[config.mk]
export PLATFORM = sky130hd
export DESIGN_NAME = cpu_bus_arbiter
export DESIGN_NICKNAME = d
export VERILOG_FILES = /design/src/rtl/cpu_bus_arbiter.sv
export SDC_FILE = /design/constraint.sdc
export NUM_CORES = 1
export LEC_CHECK = 0
export ABC_AREA = 1
export CAP_MARGIN = 30
export CORE_UTILIZATION = 35
export CTS_CLUSTER_SIZE = 28
export DETAILED_ROUTE_END_ITERATION = 12
export GPL_ROUTABILITY_DRIVEN = 0
export PLACE_DENSITY_LB_ADDON = 0.1
export RECOVER_POWER = 25
export SYNTH_ARGS = -nofsm -noshare
export SYNTH_HDL_FRONTEND = slang
export SYNTH_SLANG_ARGS = --single-unit
[constraint.sdc]
create_clock -name fpga_clk -period 4.2 [get_ports fpga_clk]
set_input_delay 0.84 -clock fpga_clk [delete_from_list [all_inputs] [get_ports fpga_clk]]
set_output_delay 0.84 -clock fpga_clk [all_outputs]
set_load 0.05 [all_outputs]
[src/rtl/cpu_bus_arbiter.sv]
// Turns a diagnostics halt request into a phi2-aligned CPU RDY stall. The memory bus is handed to
// the diagnostics port only after the CPU is provably stalled, and is returned before RDY rises.
module cpu_bus_arbiter #(
    parameter int SETTLE_EDGES   = 4,
    parameter int TIMEOUT_CYCLES = 65535
) (
    input  logic        fpga_clk,
    input  logic        fpga_reset,
    input  logic        halt_req,
    input  logic        cpu_phi2,
    input  logic [15:0] cpu_address,
    input  logic [7:0]  cpu_data,
    input  logic        cpu_we,
    input  logic        cpu_cs,
    input  logic [15:0] diag_address,
    input  logic [7:0]  diag_data,
    input  logic        diag_we,
    input  logic        diag_cs,
    output logic        cpu_rdy,
    output logic        halt_ack,
    output logic        halt_timeout,
    output logic [15:0] ram_address,
    output logic [7:0]  ram_data,
    output logic        ram_we,
    output logic        ram_cs
);

    localparam int EW = $clog2(SETTLE_EDGES + 1);
    localparam logic [EW-1:0] SETTLE_MAX = EW'(SETTLE_EDGES);
    localparam logic [EW-1:0] SETTLE_M1  = EW'(SETTLE_EDGES - 1);
    localparam logic [15:0]   TMO_MAX    = 16'(TIMEOUT_CYCLES);

    typedef enum logic [1:0] {RUN, REQ, GRANTED, RELEASE} state_t;

    state_t        state, state_next;
    logic          phi2_s1, phi2_s2, phi2_hist, phi2_fall;
    logic [EW-1:0] edge_cnt, edge_next;
    logic [15:0]   tmo_cnt, tmo_next;
    logic          bus_owner, owner_next, rdy_next, flag_next;

    assign phi2_fall = phi2_hist & ~phi2_s2;

    always_ff @(posedge fpga_clk) begin
        if (fpga_reset) begin
            phi2_s1      <= 1'b0;
            phi2_s2      <= 1'b0;
            phi2_hist    <= 1'b0;
            state        <= RUN;
            edge_cnt     <= '0;
            tmo_cnt      <= '0;
            bus_owner    <= 1'b0;
            cpu_rdy      <= 1'b1;
            halt_timeout <= 1'b0;
        end else begin
            phi2_s1      <= cpu_phi2;
            phi2_s2      <= phi2_s1;
            phi2_hist    <= phi2_s2;
            state        <= state_next;
            edge_cnt     <= edge_next;
            tmo_cnt      <= tmo_next;
            bus_owner    <= owner_next;
            cpu_rdy      <= rdy_next;
            halt_timeout <= flag_next;
        end
    end

    always_comb begin
        state_next = state;
        edge_next  = edge_cnt;
        tmo_next   = tmo_cnt;
        owner_next = bus_owner;
        rdy_next   = cpu_rdy;
        flag_next  = halt_timeout;
        case (state)
            RUN: begin
                owner_next = 1'b0;
                rdy_next   = 1'b1;
                if (halt_req) begin
                    state_next = REQ;
                    rdy_next   = 1'b0;
                    edge_next  = '0;
                    tmo_next   = '0;
                end
            end
            REQ: begin
                rdy_next = 1'b0;
                if (!halt_req) begin
                    // Abort before grant: the CPU never lost the bus.
                    state_next = RELEASE;
                    tmo_next   = '0;
                end else if (phi2_fall) begin
                    // A real edge wins over a coincident timeout terminal count.
                    tmo_next = '0;
                    if (edge_cnt != SETTLE_MAX) edge_next = edge_cnt + 1'b1;
                    if (edge_cnt >= SETTLE_M1) begin
                        state_next = GRANTED;
                        owner_next = 1'b1;
                    end
                end else if (tmo_cnt == TMO_MAX) begin
                    state_next = GRANTED;
                    owner_next = 1'b1;
                    flag_next  = 1'b1;
                end else begin
                    tmo_next = tmo_cnt + 16'd1;
                end
            end
            GRANTED: begin
                rdy_next   = 1'b0;
                owner_next = 1'b1;
                if (!halt_req) begin
                    state_next = RELEASE;
                    owner_next = 1'b0;
                    tmo_next   = '0;
                end
            end
            RELEASE: begin
                rdy_next   = 1'b0;
                owner_next = 1'b0;
                if (phi2_fall || tmo_cnt == TMO_MAX) begin
                    state_next = RUN;
                    rdy_next   = 1'b1;
                end else begin
                    tmo_next = tmo_cnt + 16'd1;
                end
            end
            default: state_next = RUN;
        endcase
    end

    assign halt_ack    = bus_owner;
    assign ram_address = bus_owner ? diag_address : cpu_address;
    assign ram_data    = bus_owner ? diag_data    : cpu_data;
    assign ram_we      = bus_owner ? diag_we      : cpu_we;
    assign ram_cs      = bus_owner ? diag_cs      : cpu_cs;

endmodule

==> qor.txt, run 1 <==
Io pins: 85
DR vias: 1,996
Register bit total from synthesis: 27
CTS Buf Count: 3
Sequential fraction of the synthesis area: 27.9%
Grt met1 use: 20.8%
CTS Sinks: 27
Final HPWL DP: 3.98 mm
Number of global-route vias before repair: 1,857
Met2 Use GR: 33.0%
CTS tree: done
Chip width: 76.4 µm
GRT Total Usage: 17.9%
Final hold vios: 0
H-tree levels: 1
Synthesized area: 1940 µm²
Area delta synth->final: 48.3%
Starting Density: 37.2%
Critical Path Start Type: input port
Fin nets: 426
# hold bufs at CTS: 0
Post-Route WL: 4.97 mm
First-pass GRT wire length: 8.56 mm
Period utilisation layout: 75.3%
Flop pwr share: 28.3%
Arrival @ worst endpoint: 3.38 ns
Chip Height: 76.4 µm
Final Power: 0.00111 W
DRT Pass-1 Iters: 6
Fillers: 506
Largest net degree at the start of global routing: 22
GR peak layer: met2
Die ar.: 5840 µm²
Max cap viols: 0
FP Rows: 26
Min cycle time layout: 3.16 ns
Port-buffer cells: 84
Switching share of power: 45.8%
Worst skew pair latency: 0.28 ns
Initial antenna violation count: 0
Vias per inst: 4.63
Post-synthesis area per instance: 6.92 µm²
Setup CP Type: input port to flip-flop
Worst path required time: 4.42 ns
Setup violations, final: 0
Post-CTS setup buffers: 0
Internal Pwr Total: 0.000604 W
Worst-margin pin slew: 1.31 ns
DRC: 0
Grt ovf: 0
Max VDD drop: 0.000318 V
Unique masters post-synth: 31
Worst Skew: 0.00713 ns
Initial drt markers: 38
CTS Buffer Depth: 2
RSZ-0062 raised after global routing: no
Yosys warns: 0
Syn Nets: 344
Avg WL per Cell: 11.5 µm
Ant diodes: 0
Worst-path fanout max: 21
Fin. max-slew vios: 0
Slew headroom: 12.0%
Worst Setup End Kind: flip-flop
PwrDens: 388 nW/µm²
Setup_tns: 0 ns
Hold Path Class: flip-flop to flip-flop
Antenna-violating nets left: 0
Clk pwr share: 14.0%
Met3 track utilization from global routing: 3.71%
Share of cells above drive strength 1: 12.2%
Max Clk Rate: 316 MHz
Post-Syn Instances: 280
CTS Root Cell: clkbuf_8
Clock transition at path regs: 0.10 ns
Outcome: completed
Core area: 5200 µm²
Gate power share: 57.7%
# resized after CTS: 0
Lkg Pwr: 1.14 nW
Sw Pwr: 0.000510 W
cell usage after synthesis (all sizes together):
cell type  instances  area [µm²]
mux2              26         293
inv               44         165
nor2              41         184
nand3b             1        7.51
nand3             11        60.1
a21oi             14        73.8
xnor2              1        8.76
nand2             72         285
clkbuf             2        7.51
a211oi             2        15.0
and2               1        6.26
dfxtp             27         541
ha                 8         100
nand4              8        50.1
nor3               4        25.0
o21ai              7        38.8
buf                6        40.0
nor4               1        6.26
o21bai             1        7.51
o211ai             3        22.5
logic make-up after synthesis:
| group | after synthesis | synth area share (%) |
|---|---|---|
| xor gates and xnor gates | 1 | 0.452 |
| AOI/OAI and AO/OA | 27 | 8.14 |
| and+or+nand+nor | 139 | 32.2 |
| buffers and inverters | 52 | 11.0 |
| DFF | 27 | 27.9 |
| adders and majority gates | 8 | 5.17 |
| muxes | 26 | 15.1 |
metal layers:
layer,wire (µm),share of wire (%),vias to the layer above
li1,-,-,1056
met1,2230,45,872
met2,2370,48,63
met3,316,6.4,5
met4,50,1.0,0
met5,0,0,-
worst max-delay path, cell delays in order:
cell           delay (ns)
dlygate4sd3_1        0.63
nand2_1              0.09
inv_1                0.05
nor2_1               0.26
nand2_2              0.09
nor2_1               1.00
o21ai_0              0.24
a21oi_1              0.18
worst paths after layout:
kind / slack, ns / cells after the start / endpoint / startpoint
hold / removal: 0.41 / 2 / phi2_s2 / phi2_s1
setup / recovery: 1.04 / 8 / tmo_cnt[3] / halt_req
setup reg to reg: 1.49 / 9 / tmo_cnt[3] / state[0]
hold reg to reg: 0.41 / 2 / phi2_s2 / phi2_s1
flip-flops by register name, indices dropped and copies added, names as in the netlist:
signal / cells
state: 2
phi2_s1: 1
phi2_s2: 1
phi2_hist: 1
cpu_rdy: 1
halt_ack: 1
edge_cnt: 3
halt_timeout: 1
tmo_cnt: 16
power by group through the flow:
stage | Sequential (W) | Clock, W | Combinational [W]
2_1_floorplan | 0.000327 | 0 | 0.000456
3_3_place_gp | 0.000321 | 0 | 0.000646
3_5_place_dp | 0.000322 | 0 | 0.000650
4_1_cts | 0.000316 | 0.000163 | 0.000651
5_1_grt | 0.000322 | 0.000170 | 0.000695
6_report | 0.000315 | 0.000156 | 0.000642
final cells by class:
cell class | count | area, µm² | share of cell area (%)
multi-input cells | 201 | 1180 | 41.1
repair buffers | 85 | 848 | 29.5
flip-flops and latches | 27 | 541 | 18.8
inverters | 44 | 165 | 5.75
well taps | 70 | 87.6 | 3.05
clock buffers | 3 | 41.3 | 1.44
clock inverters | 1 | 7.51 | 0.261
through the flow:
stage | utilization [%] | setup WS [ns] | cell area (µm²) | std cells | hold WS [ns]
final | 55.2 | 1.04 | 2870 | 431 | 0.406
after global routing | 55.2 | 0.691 | 2870 | 431 | 0.430
after CTS | 55.2 | 1.08 | 2870 | 431 | 0.409
after detailed placement | 54.3 | 1.10 | 2830 | 427 | 0.395
after global placement | 54.3 | 1.09 | 2830 | 427 | 0.389
after floorplan | - | 1.62 | 1940 | 280 | 0.388
layout by cell type, fill, tap and decap left out, drive strengths merged, types with 4 or more instances in the layout:
| cell | synthesis | routed |
|---|---|---|
| mux2 | 26 | 26 |
| nor2 | 41 | 41 |
| ha | 8 | 8 |
| dfxtp | 27 | 27 |
| nand4 | 8 | 8 |
| inv | 44 | 44 |
| clkdlybuf4s50 | 0 | 80 |
| nand3 | 11 | 11 |
| nand2 | 72 | 72 |
| o21ai | 7 | 7 |
| a21oi | 14 | 14 |
| nor3 | 4 | 4 |
| dlygate4sd3 | 0 | 4 |
(Power assumes the default switching activity.)
==> run 2: changes to the inputs <==
==> constraint.sdc (replaced) <==
create_clock -name fpga_clk -period 3.3 [get_ports fpga_clk]
set_input_delay 0.66 -clock fpga_clk [delete_from_list [all_inputs] [get_ports fpga_clk]]
set_output_delay 0.66 -clock fpga_clk [all_outputs]
set_load 0.05 [all_outputs]
==> qor.txt, run 2 (same netlist as run 1, synthesis figures left out) <==
Outcome: completed
Ant diodes: 0 (unchanged)
Met3 WL: 313 µm (-0.95%)
Post-Route WL: 4.93 mm (-0.70%)
GRT Total Usage: 18.2% (+0.28 points)
Multi-input logic area: 1180 µm² (-0.42%)
Most common cell after layout, fill and taps aside: clkdlybuf4s50_1
H-tree levels: 1 (unchanged)
Vias per inst: 4.64 (+0.20%)
PwrDens: 496 nW/µm² (+28%)
Number of global-route vias before repair: 1,890 (+1.8%)
Slew headroom: 55.9% (+44 points)
Avg WL per Cell: 11.4 µm (-1.4%)
Most flop-heavy register: tmo_cnt
CTS Buffer Depth: 2 (unchanged)
CP endpoint: ram_address[12]
Max cap viols: 0 (unchanged)
Worst path required time: 2.64 ns (-1.78 ns)
Worst skew pair latency: 0.28 ns (about the same)
Largest net degree at the start of global routing: 22 (unchanged)
Chip width: 76.4 µm (unchanged)
Number of flip-flops in the largest register: 16 (unchanged)
Top delay family on crit path: buffers and inverters
Met1 WL: 2.21 mm (-0.81%)
R2r setup slk: 1.11 ns (-0.38 ns)
Max VDD drop: 0.000328 V (+3.0%)
Final HPWL DP: 3.95 mm (-0.77%)
First-pass GRT wire length: 8.69 mm (+1.6%)
Fin util: 55.5% (+0.36 points)
Worst-path fanout max: 21 (unchanged)
CTS Root Cell: clkbuf_8
Grt ovf: 0 (unchanged)
DRT Pass-1 Iters: 4 (-2)
Met2 WL: 2.33 mm (-1.5%)
Starting Density: 37.2% (unchanged)
Chip Height: 76.4 µm (unchanged)
Critical path's slowest cell: clkdlybuf4s50_1
Critical path startpoint: halt_ack
CTS Sinks: 27 (unchanged)
DRC: 0 (unchanged)
Min cycle time layout: 2.81 ns
Setup violations, final: 0 (unchanged)
Final Power: 0.00143 W (+29%)
CTS tree: done
RSZ-0062 raised after global routing: no
Fillers: 501 (-0.99%)
Fin nets: 429 (+0.70%)
Critical R2R Capture: tmo_cnt[5]
Fin. max-slew vios: 0 (unchanged)
Initial antenna violation count: 0 (unchanged)
Final hold vios: 0 (unchanged)
Crit path buffers/inverters: 2 (unchanged)
Share of cells above drive strength 1: 12.1% (-0.10 points)
Hold Path Class: flip-flop to flip-flop
Post-CTS setup buffers: 0 (unchanged)
Worst-margin pin slew: 0.662 ns (-0.653 ns)
Arrival @ worst endpoint: 2.15 ns (-1.23 ns)
Worst Skew: 0.00677 ns (-0.000359 ns)
Worst path depth: 3 (-5)
Antenna-violating nets left: 0 (unchanged)
CTS Buf Count: 3 (unchanged)
# hold bufs at CTS: 0 (unchanged)
Reg2Reg Depth: 13 (+4)
Port-buffer cells: 84 (unchanged)
Regs by FF count: tmo_cnt x16, edge_cnt x3, state x2
Commonest cells after routing, fill and taps aside: clkdlybuf4s50_1 (80), nand2_1 (68), inv_1 (44)
CP cell instances: buf_12, mux2_2, clkdlybuf4s50_1
FP Rows: 26 (unchanged)
Slowest stage delay, CP: 0.70 ns (-0.30 ns)
Initial drt markers: 60 (+58%)
Worst Setup End Kind: primary output
Setup_tns: 0 ns (unchanged)
Max Clk Rate: 356 MHz
Clock transition at path regs: 0.10 ns (about the same)
Period utilisation layout: 85.0%
Core area: 5200 µm² (unchanged)
Lkg Pwr: 1.16 nW (+0.99%)
DR vias: 2,014 (+0.90%)
Area delta synth->final: 49.2%
Worst R2R Start: tmo_cnt[0]
# resized after CTS: 0 (unchanged)
Setup CP Type: flip-flop to primary output
Critical Path Start Type: flip-flop
FF+latch area: 541 µm² (unchanged)
Highest routed metal layer: met4
Die ar.: 5840 µm² (unchanged)
Io pins: 85 (unchanged)
run 2: cell count changes in the layout (fill, tap and decap cells not counted):
cell / before / now
clkbuf_1: 0 / 3
clkinvlp_4: 1 / 0
nor2_2: 2 / 3
nor2_4: 3 / 2
buf_12: 0 / 1
run 2: worst min-delay path, delay by kind of cell, from the launching register on:
kind                   cells  cell delay, ns
AND/OR/NAND/NOR            1            0.03
flip-flops                 1            0.31
buffers and inverters      1            0.04
run 2: layout make-up:
type,instances,share of cell area [%]
Timing Repair Buffer,88,30.3
Multi-Input combinational cell,201,40.7
Inverter,44,5.71
Sequential cell,27,18.7
Tap cell,70,3.03
Clock buffer,4,1.56
run 2: stage by stage:
stage	cells	area, µm²	hold WS (ns)	worst slack [ns]
floorplan	280	1940	0.388	0.898
global placement	430	2860	0.389	0.548
detailed placement	430	2860	0.396	0.555
CTS	434	2910	0.411	0.467
global route	434	2890	0.426	0.427
finish	434	2890	0.407	0.495
run 2: where the power goes:
part / leakage [nW] / internal, W / total (W) / switching (W)
clock: 0.0228 / 0.0000869 / 0.000196 / 0.000109
combinational: 0.913 / 0.000335 / 0.000838 / 0.000503
sequential: 0.220 / 0.000364 / 0.000401 / 0.0000366
total: 1.16 / 0.000786 / 0.00143 / 0.000648
run 2: worst min-delay path by stage:
stage / startpoint / end / slack (ns) / cells past startpoint
after floorplan: phi2_s1 / phi2_s2 / 0.39 / 2
after global routing: phi2_s1 / phi2_s2 / 0.43 / 2
final: phi2_s1 / phi2_s2 / 0.41 / 2
after detailed placement: phi2_s1 / phi2_s2 / 0.40 / 2
after CTS: phi2_s1 / phi2_s2 / 0.41 / 2
after global placement: phi2_s1 / phi2_s2 / 0.39 / 2
run 2: per-layer routing:
layer,global-route usage [%],up-vias
met5,0,-
met4,6.35,0
met3,3.23,4
met2,32.2,70
met1,21.9,884
li1,-,1056
